$ cat src/rtl/sync_fifo_pkg.sv
// Shared constants and helpers for the single-clock FIFO.
// Imported by the interface, the storage array and the top level.
package sync_fifo_pkg;

  localparam int DEFAULT_WIDTH = 8;
  localparam int DEFAULT_DEPTH = 4;

  // Accept decisions for one clock cycle.
  typedef struct packed {
    logic wr;
    logic rd;
  } fifo_acc_t;

  function automatic int addr_w(input int depth);
    return $clog2(depth);
  endfunction

endpackage

$ cat src/rtl/sync_fifo_if.sv
// Producer/consumer handshake bundle for the FIFO.
// The dut modport sits on the FIFO side; the tb modport sits on the driving side.
interface fifo_if
  import sync_fifo_pkg::*;
#(
  parameter int WIDTH = DEFAULT_WIDTH
) (
  input logic clk,
  input logic rst
);

  logic             wr_en;
  logic             rd_en;
  logic [WIDTH-1:0] din;
  logic [WIDTH-1:0] dout;
  logic             full;
  logic             empty;

  modport dut (
    input  clk, rst, wr_en, rd_en, din,
    output dout, full, empty
  );

  modport tb (
    input  clk, rst, dout, full, empty,
    output wr_en, rd_en, din
  );

endinterface

$ cat src/rtl/sync_fifo_mem.sv
// WIDTH x DEPTH storage with one synchronous write port and one registered read port.
// Only the read register is reset; the array keeps whatever it held.
module sync_fifo_mem
  import sync_fifo_pkg::*;
#(
  parameter int WIDTH = DEFAULT_WIDTH,
  parameter int DEPTH = DEFAULT_DEPTH
) (
  input  logic                     clk,
  input  logic                     rst,
  input  logic                     wr_en_i,
  input  logic [addr_w(DEPTH)-1:0] wr_addr_i,
  input  logic [WIDTH-1:0]         wr_data_i,
  input  logic                     rd_en_i,
  input  logic [addr_w(DEPTH)-1:0] rd_addr_i,
  output logic [WIDTH-1:0]         rd_data_o
);

  logic [WIDTH-1:0] mem_q [DEPTH];
  logic [WIDTH-1:0] rd_data_q;

  always_ff @(posedge clk) begin
    if (wr_en_i) begin
      mem_q[wr_addr_i] <= wr_data_i;
    end
  end

  // A same-address write in this cycle is not visible here: the old word is returned.
  always_ff @(posedge clk or negedge rst) begin
    if (!rst) begin
      rd_data_q <= '0;
    end else if (rd_en_i) begin
      rd_data_q <= mem_q[rd_addr_i];
    end
  end

  assign rd_data_o = rd_data_q;

endmodule

$ cat src/rtl/sync_fifo.sv
// Single-clock FIFO: wrapping pointers, occupancy counter, status flags and
// one-cycle overflow/underflow pulses around a registered-read storage array.
module sync_fifo
  import sync_fifo_pkg::*;
#(
  parameter int WIDTH = DEFAULT_WIDTH,
  parameter int DEPTH = DEFAULT_DEPTH   // power of two, >= 2
) (
  input  logic                   clk,
  input  logic                   rst,
  fifo_if.dut                    bus,
  output logic [addr_w(DEPTH):0] count,
  output logic                   overflow,
  output logic                   underflow
);

  localparam int          AW       = addr_w(DEPTH);
  localparam logic [AW:0] CNT_FULL = (AW+1)'(DEPTH);
  localparam logic [AW:0] CNT_ONE  = (AW+1)'(1);

  logic [AW-1:0] wptr_q, wptr_d;
  logic [AW-1:0] rptr_q, rptr_d;
  logic [AW:0]   count_q, count_d;
  logic          overflow_q, overflow_d;
  logic          underflow_q, underflow_d;
  logic          full_w, empty_w;
  fifo_acc_t     acc;

  assign full_w  = (count_q == CNT_FULL);
  assign empty_w = (count_q == '0);

  // A read frees a slot in the same cycle, so a full FIFO still takes a write alongside it.
  assign acc.rd = bus.rd_en & ~empty_w;
  assign acc.wr = bus.wr_en & (~full_w | acc.rd);

  always_comb begin
    wptr_d      = wptr_q;
    rptr_d      = rptr_q;
    count_d     = count_q;
    overflow_d  = bus.wr_en & ~acc.wr;
    underflow_d = bus.rd_en & ~acc.rd;
    // DEPTH is a power of two, so pointers wrap by natural overflow.
    if (acc.wr) begin
      wptr_d = wptr_q + AW'(1);
    end
    if (acc.rd) begin
      rptr_d = rptr_q + AW'(1);
    end
    case ({acc.wr, acc.rd})
      2'b10:   count_d = count_q + CNT_ONE;
      2'b01:   count_d = count_q - CNT_ONE;
      default: count_d = count_q;
    endcase
  end

  always_ff @(posedge clk or negedge rst) begin
    if (!rst) begin
      wptr_q      <= '0;
      rptr_q      <= '0;
      count_q     <= '0;
      overflow_q  <= 1'b0;
      underflow_q <= 1'b0;
    end else begin
      wptr_q      <= wptr_d;
      rptr_q      <= rptr_d;
      count_q     <= count_d;
      overflow_q  <= overflow_d;
      underflow_q <= underflow_d;
    end
  end

  sync_fifo_mem #(
    .WIDTH (WIDTH),
    .DEPTH (DEPTH)
  ) u_mem (
    .clk       (clk),
    .rst       (rst),
    .wr_en_i   (acc.wr),
    .wr_addr_i (wptr_q),
    .wr_data_i (bus.din),
    .rd_en_i   (acc.rd),
    .rd_addr_i (rptr_q),
    .rd_data_o (bus.dout)
  );

  assign bus.full  = full_w;
  assign bus.empty = empty_w;
  assign count     = count_q;
  assign overflow  = overflow_q;
  assign underflow = underflow_q;

endmodule

$ cat src/flat_wrapper.sv
// flat-port wrapper written by rule: the top's interface ports become plain ports
module sync_fifo_flat import sync_fifo_pkg::*;
#(
  parameter int WIDTH = DEFAULT_WIDTH,
  parameter int DEPTH = DEFAULT_DEPTH                        
)
  (clk, rst, count, overflow, underflow, bus_wr_en, bus_rd_en, bus_din, bus_dout, bus_full, bus_empty);
  fifo_if #(.WIDTH(WIDTH)) bus_i (.clk(clk), .rst(rst));
  input  logic clk;
  input  logic rst;
  output logic [addr_w(DEPTH):0] count;
  output logic overflow;
  output logic underflow;
  input wire logic [$bits(bus_i.wr_en)-1:0] bus_wr_en;
  input wire logic [$bits(bus_i.rd_en)-1:0] bus_rd_en;
  input wire logic [$bits(bus_i.din)-1:0] bus_din;
  output wire logic [$bits(bus_i.dout)-1:0] bus_dout;
  output wire logic [$bits(bus_i.full)-1:0] bus_full;
  output wire logic [$bits(bus_i.empty)-1:0] bus_empty;
  assign bus_i.wr_en = bus_wr_en;
  assign bus_i.rd_en = bus_rd_en;
  assign bus_i.din = bus_din;
  assign bus_dout = bus_i.dout;
  assign bus_full = bus_i.full;
  assign bus_empty = bus_i.empty;
  sync_fifo #(.WIDTH(WIDTH), .DEPTH(DEPTH)) u_core (.clk(clk), .rst(rst), .bus(bus_i), .count(count), .overflow(overflow), .underflow(underflow));
endmodule
$ cat config.mk
export PLATFORM = sky130hd
export DESIGN_NAME = sync_fifo_flat
export DESIGN_NICKNAME = d
export VERILOG_FILES = /design/src/rtl/sync_fifo_pkg.sv /design/src/rtl/sync_fifo_if.sv /design/src/rtl/sync_fifo_mem.sv /design/src/rtl/sync_fifo.sv /design/src/flat_wrapper.sv
export SDC_FILE = /design/constraint.sdc
export NUM_CORES = 1
export LEC_CHECK = 0
export BUFFER_PORTS_ARGS = -buffer_cell sky130_fd_sc_hd__buf_2
export CORE_ASPECT_RATIO = 2
export CORE_MARGIN = 2
export CORE_UTILIZATION = 33
export CTS_CLUSTER_SIZE = 20
export DETAILED_ROUTE_END_ITERATION = 16
export SKIP_CTS_REPAIR_TIMING = 1
export SLEW_MARGIN = 20
export SYNTH_ARGS = -nofsm -noshare
export SYNTH_HDL_FRONTEND = slang
export SYNTH_SLANG_ARGS = --single-unit
$ cat constraint.sdc
create_clock -name clk -period 1.8 [get_ports clk]
set_input_delay 0.18 -clock clk [delete_from_list [all_inputs] [get_ports clk]]
set_output_delay 0.18 -clock clk [all_outputs]
set_load 0.01 [all_outputs]
==> results.py, run 1 <==
metrics = {
    "sta": {
        "worst_pin_slew_ps": 469,
        "drv_slew": 0,
        "rsz0062_at_grt": "true",
        "fmax_mhz": 520,
        "setup_viol_count_final": 2,
        "setup_slack_ps": -122,
        "finClkSkew_ps": 8.07,
        "period_needed_ps": 1920,
        "slew_headroom_pct": 68.7,
        "fin_crit_sh_pct": 107,
        "finalHoldViolCount": 0,
    },
    "die": {
        "io_pins": 27,
        "core_area_mm2": 0.00576,
        "die_y_um": 113,
        "rows": 39,
        "die_x_um": 58.7,
        "dieArea_mm2": 0.00665,
        "initial_utilization_pct": 34.2,
    },
    "worst_setup_path": {
        "worst-setup-path-type": "flip-flop to flip-flop",
        "cp_max_fo": 2,
        "end_kind": "flip-flop",
        "critical_path_arrival_ps": 2130,
        "rrSetupSlack_ps": -120,
        "start_kind": "flip-flop",
        "required_ps": 2010,
    },
    "cts": {
        "cts_tree": "built",
        "cts_buffers": 5,
        "htree_num_levels": 2,
        "clk_latency_ps": 290,
        "cts_max_path_buffers": 2,
        "cts-root-buf": "clkbuf_16",
        "path_clk_slew_ps": 70,
        "cts_sinks": 49,
    },
    "synth": {
        "yosys_warnings": 0,
        "syn_area_per_cell_um2": 16.9,
        "synth_area_mm2": 0.00197,
        "ys_ff_latch": 49,
        "yosys.area.top_type": "edfxtp_1",
        "netlist.area_leader.share_pct": 48.7,
        "synthDistinctLibCells": 23,
        "syn_inst": 117,
        "yosysSeqAreaShare_pct": 70.3,
        "synth_area_leaders": "edfxtp_1 (49%), dfrtp_1 (22%), mux4_2 (9.1%)",
        "syn_nets": 135,
    },
    "pwr": {
        "vdd_drop_max_uv": 651,
        "p_leak_nw": 1.03,
        "p_per_area_mw_per_mm2": 1680,
    },
    "routing": {
        "vias": 1058,
        "routed_via_density": 4.77,
        "drt-initial-drc-count": 21,
        "wl_mm": 3.60,
        "post_drt_wl_per_cell_um": 16.2,
        "drt_first_pass_iters": 10,
        "postRouteAntennaNets": 0,
        "drc": 1,
    },
    "outcome": {
        "status": "finished, violations left",
        "failed_checks": "design-rule violations, negative setup slack",
    },
    "grt": {
        "grt_max_degree": 18,
        "grt_usage_pct": 12.4,
        "antenna_found_initial": 0,
        "overflow": 0,
        "grt_pass1_wl_mm": 5.84,
        "grt_pass1_vias": 1183,
    },
    "final_layout": {
        "drive_above_1_share_pct": 40.4,
        "n_antenna_cell": 0,
        "fin_nets": 178,
        "syn_to_final_growth_pct": 24.2,
        "final_area_mm2": 0.00245,
    },
    "placed_design": {
        "place_congestion": 0.689,
        "dpl_cell_area_mm2": 0.00225,
        "port_buffers": 26,
        "dp_hpwl_mm": 2.63,
        "place_ws_ps": -124,
    },
    "min_path": {
        "hp-class": "primary input to flip-flop",
    },
    "flow_run": {
        "cap_violations": 0,
    },
}
## placed cells by master, fill, tap and decap left out, types with 2 or more instances in the layout
cell type / n
xor2_1: 2
ha_1: 4
inv_2: 2
and2_1: 6
buf_2: 26
mux4_2: 8
clkbuf_16: 5
nand2_1: 24
dfrtp_1: 15
edfxtp_1: 32
buf_4: 11
inv_1: 4
xnor2_1: 4
dfrtp_2: 2
## through the flow
step / total power (W) / setup TNS, ps / hold WS [ps] / cells / utilization (%)
floorplan: 0.00258 / -145 / -116 / 117 / -
global placement: 0.00298 / -7.74 / 119 / 211 / 39.2
detailed placement: 0.00308 / -139 / 135 / 211 / 39.2
CTS: 0.00417 / -181 / -183 / 219 / 42.1
global route: 0.00436 / -282 / 99.7 / 222 / 42.5
finish: 0.00411 / -135 / 102 / 222 / 42.5
## flip-flops by register name, summed over array words and instances, names as in the netlist
signal / cells
u_core.count: 3
u_core.overflow: 1
u_core.underflow: 1
u_core.rptr_q: 2
u_core.wptr_q: 2
u_core.u_mem.mem_q: 32
u_core.u_mem.rd_data_o: 8
## metal layers
metal / up-vias / global-route usage (%) / wire (um)
li1: 499 / - / -
met1: 533 / 11.8 / 1250
met2: 21 / 22.8 / 2110
met3: 5 / 3.89 / 149
met4: 0 / 5.91 / 95
met5: - / 0 / 0
## cell families (layout without fill, tap and decap cells)
family,Yosys count,after routing,share of synthesized area [%]
flops,49,49,70.3
buf+inv,9,53,1.90
simple gates,36,36,9.45
fa+ha+maj,6,6,4.19
compound gates,1,1,1.08
xor+xnor,6,6,2.66
mux,10,10,10.4
## layout make-up
class / instances / area (um^2)
clock buffer: 5 / 125
clock inverter: 3 / 43.8
fill: 540 / 3310
inverter: 7 / 28.8
multi-input combinational: 59 / 563
sequential: 49 / 1390
tap: 61 / 76.3
timing repair buffer: 38 / 223
## synth_stat cells
library cell and number:
nand2_2 1, nand2_1 24, mux2_4 1, and2_1 6, inv_4 1, nor4b_4 1, clkbuf_1 1, ha_1 5
dfrtp_1 17, edfxtp_1 32, xnor2_1 4, buf_2 1, nor2_1 1, nor2b_4 1, mux4_2 8, nor3_1 1
mux2i_1 1, fa_1 1, inv_2 1, inv_1 5, and3_1 1, xor2_1 2, o31ai_4 1
## critical path, stage by stage (launching register included)
cell,delay (ps)
dfrtp_2,430
nor4b_4,360
nor2b_4,80
inv_2,80
ha_4,130
inv_2,40
fa_2,330
xor2_1,140
nor2_1,110
xor2_1,150
## report_power, final
part,leakage [nW],total (W),internal [W],switching [W]
Combinational,0.447,0.00131,0.000647,0.000662
Clock,0.0842,0.00107,0.000658,0.000414
Sequential,0.499,0.00173,0.00155,0.000186
Total,1.03,0.00411,0.00285,0.00126
## path summary, 6_finish.rpt
check,startpoint,to,cells past startpoint
worst max register to register,u_core.count[0],u_core.count[2],9
worst min register to register,u_core.u_mem.rd_data_o[3],u_core.u_mem.rd_data_o[3],2
min in group asynchronous,rst,u_core.u_mem.rd_data_o[7],2
max in group asynchronous,rst,u_core.count[2],2
worst min-delay path,bus_din[2],u_core.u_mem.mem_q[0][2],1
worst max-delay path,u_core.count[0],u_core.count[2],9
Power figures use the tool's default switching activity.
==> run 2, diff against run 1 <==
--- a/config.mk
+++ b/config.mk
@@ -6,7 +6,7 @@
 export NUM_CORES = 1
 export LEC_CHECK = 0
 export BUFFER_PORTS_ARGS = -buffer_cell sky130_fd_sc_hd__buf_2
-export CORE_ASPECT_RATIO = 2
+export CAP_MARGIN = 40
 export CORE_MARGIN = 2
 export CORE_UTILIZATION = 33
 export CTS_CLUSTER_SIZE = 20
==> results.py, run 2 (synthesized netlist as in run 1, its figures left out) <==
metrics = {
    "worst_setup_path": {
        "critical_path_arrival_ps": 2090,
        "rrSetupSlack_ps": -50,
        "required_ps": 2030,
        "start_kind": "flip-flop",
        "worst-setup-path-type": "flip-flop to flip-flop",
        "end_kind": "flip-flop",
        "cp_max_fo": 2,
    },
    "sta": {
        "period_needed_ps": 1850,
        "worst_pin_slew_ps": 400,
        "finalHoldViolCount": 0,
        "setup_slack_ps": -51.5,
        "rsz0062_at_grt": "true",
        "timing.hold.ws_ps": 85.5,
        "fin_crit_sh_pct": 103,
        "setup_viol_count_final": 1,
        "fmax_mhz": 540,
        "drv_slew": 0,
        "finClkSkew_ps": 8.52,
        "slew_headroom_pct": 73.3,
    },
    "flow_run": {
        "cap_violations": 0,
    },
    "cts": {
        "htree_num_levels": 2,
        "cts_buffers": 5,
        "cts_tree": "built",
        "clk_latency_ps": 310,
        "cts_max_path_buffers": 2,
        "cts_sinks": 49,
        "cts-root-buf": "clkbuf_8",
        "path_clk_slew_ps": 90,
    },
    "die": {
        "io_pins": 27,
        "die_x_um": 81.3,
        "rows": 28,
        "die_y_um": 81.3,
        "dieArea_mm2": 0.00661,
        "core_area_mm2": 0.00585,
        "initial_utilization_pct": 33.7,
    },
    "placed_design": {
        "port_buffers": 26,
        "dp_hpwl_mm": 2.51,
        "post-place-cells": 233,
        "dpl_cell_area_mm2": 0.00233,
        "place_congestion": 0.748,
        "place_ws_ps": -56.0,
    },
    "routing": {
        "routed_via_density": 4.39,
        "post_drt_wl_per_cell_um": 13.8,
        "drt-initial-drc-count": 41,
        "vias": 1072,
        "wl_mm": 3.37,
        "postRouteAntennaNets": 0,
        "drt_first_pass_iters": 4,
        "drc": 0,
    },
    "final_layout": {
        "fin_nets": 186,
        "largest-register": "u_core.u_mem.mem_q",
        "syn_to_final_growth_pct": 26.5,
        "n_antenna_cell": 0,
        "final_area_mm2": 0.00249,
        "final_cell_mix": "edfxtp_1 (32), buf_2 (26), nand2_1 (24)",
        "fill_cells": 531,
        "stdcell_count": 244,
        "drive_above_1_share_pct": 43.2,
        "ff_latch_area_mm2": 0.00139,
        "multiInputGateArea_um2": 563,
        "fin_util_pct": 42.6,
        "final_common_cell": "edfxtp_1",
        "largest_register_ffs": 32,
    },
    "grt": {
        "grt_pass1_wl_mm": 5.45,
        "grt_usage_pct": 11.6,
        "grt_pass1_vias": 1101,
        "antenna_found_initial": 0,
        "grt_max_degree": 18,
        "overflow": 0,
    },
    "min_path": {
        "hp-class": "primary input to flip-flop",
    },
    "outcome": {
        "failed_checks": "negative setup slack",
        "status": "finished, violations left",
    },
    "pwr": {
        "p_per_area_mw_per_mm2": 1610,
        "vdd_drop_max_uv": 503,
        "p_leak_nw": 1.06,
    },
}
run 2: changes by cell type in the layout (fill, tap and decap cells not counted), sizes merged:
| cell | delta |
|---|---|
| buf | +8 |
| bufinv | +1 |
| inv | -1 |
run 2: final timing paths:
path	start	endpoint	depth (start not counted)
worst max-delay path	u_core.count[0]	u_core.count[2]	9
worst min-delay path	bus_din[2]	u_core.u_mem.mem_q[0][2]	1
worst max register to register	u_core.count[0]	u_core.count[2]	9
worst min register to register	u_core.u_mem.rd_data_o[1]	u_core.u_mem.rd_data_o[1]	2
max in group asynchronous	rst	u_core.count[0]	2
min in group asynchronous	rst	u_core.underflow	2
run 2: stage by stage:
step,TNS (ps),total power (W)
finish,-51.5,0.00401
global route,-172,0.00426
CTS,-77.9,0.00404
detailed placement,-56.0,0.00313
global placement,-10.9,0.00307
floorplan,-145,0.00258
run 2: routing by layer:
| layer | wire, um | vias to the layer above | global-route usage (%) |
|---|---|---|---|
| met5 | 0 | - | 0 |
| met4 | 64 | 0 | 5.59 |
| met3 | 139 | 6 | 3.67 |
| met2 | 1780 | 25 | 20.3 |
| met1 | 1390 | 532 | 12.6 |
| li1 | - | 509 | - |
run 2: report_power, final:
| group | switching (W) | internal [W] | total [W] | leakage [nW] |
|---|---|---|---|---|
| clock network | 0.000351 | 0.000551 | 0.000902 | 0.0681 |
| logic | 0.000664 | 0.000719 | 0.00138 | 0.491 |
| registers | 0.000178 | 0.00154 | 0.00172 | 0.499 |
run 2: final cells by class:
type	count	area share, %
well taps	75	3.76
flip-flops and latches	49	55.7
inverters	7	1.15
clock inverters	3	2.61
multi-input cells	59	22.6
clock buffers	5	2.76
repair buffers	46	11.5
run 2: worst max-delay path: stages (launching register included):
cell	delay (ps)
dfrtp_2	430
nor4b_4	340
nor2b_4	70
inv_2	70
ha_4	130
inv_2	30
fa_2	320
xor2_1	140
nor2_1	110
xor2_1	140
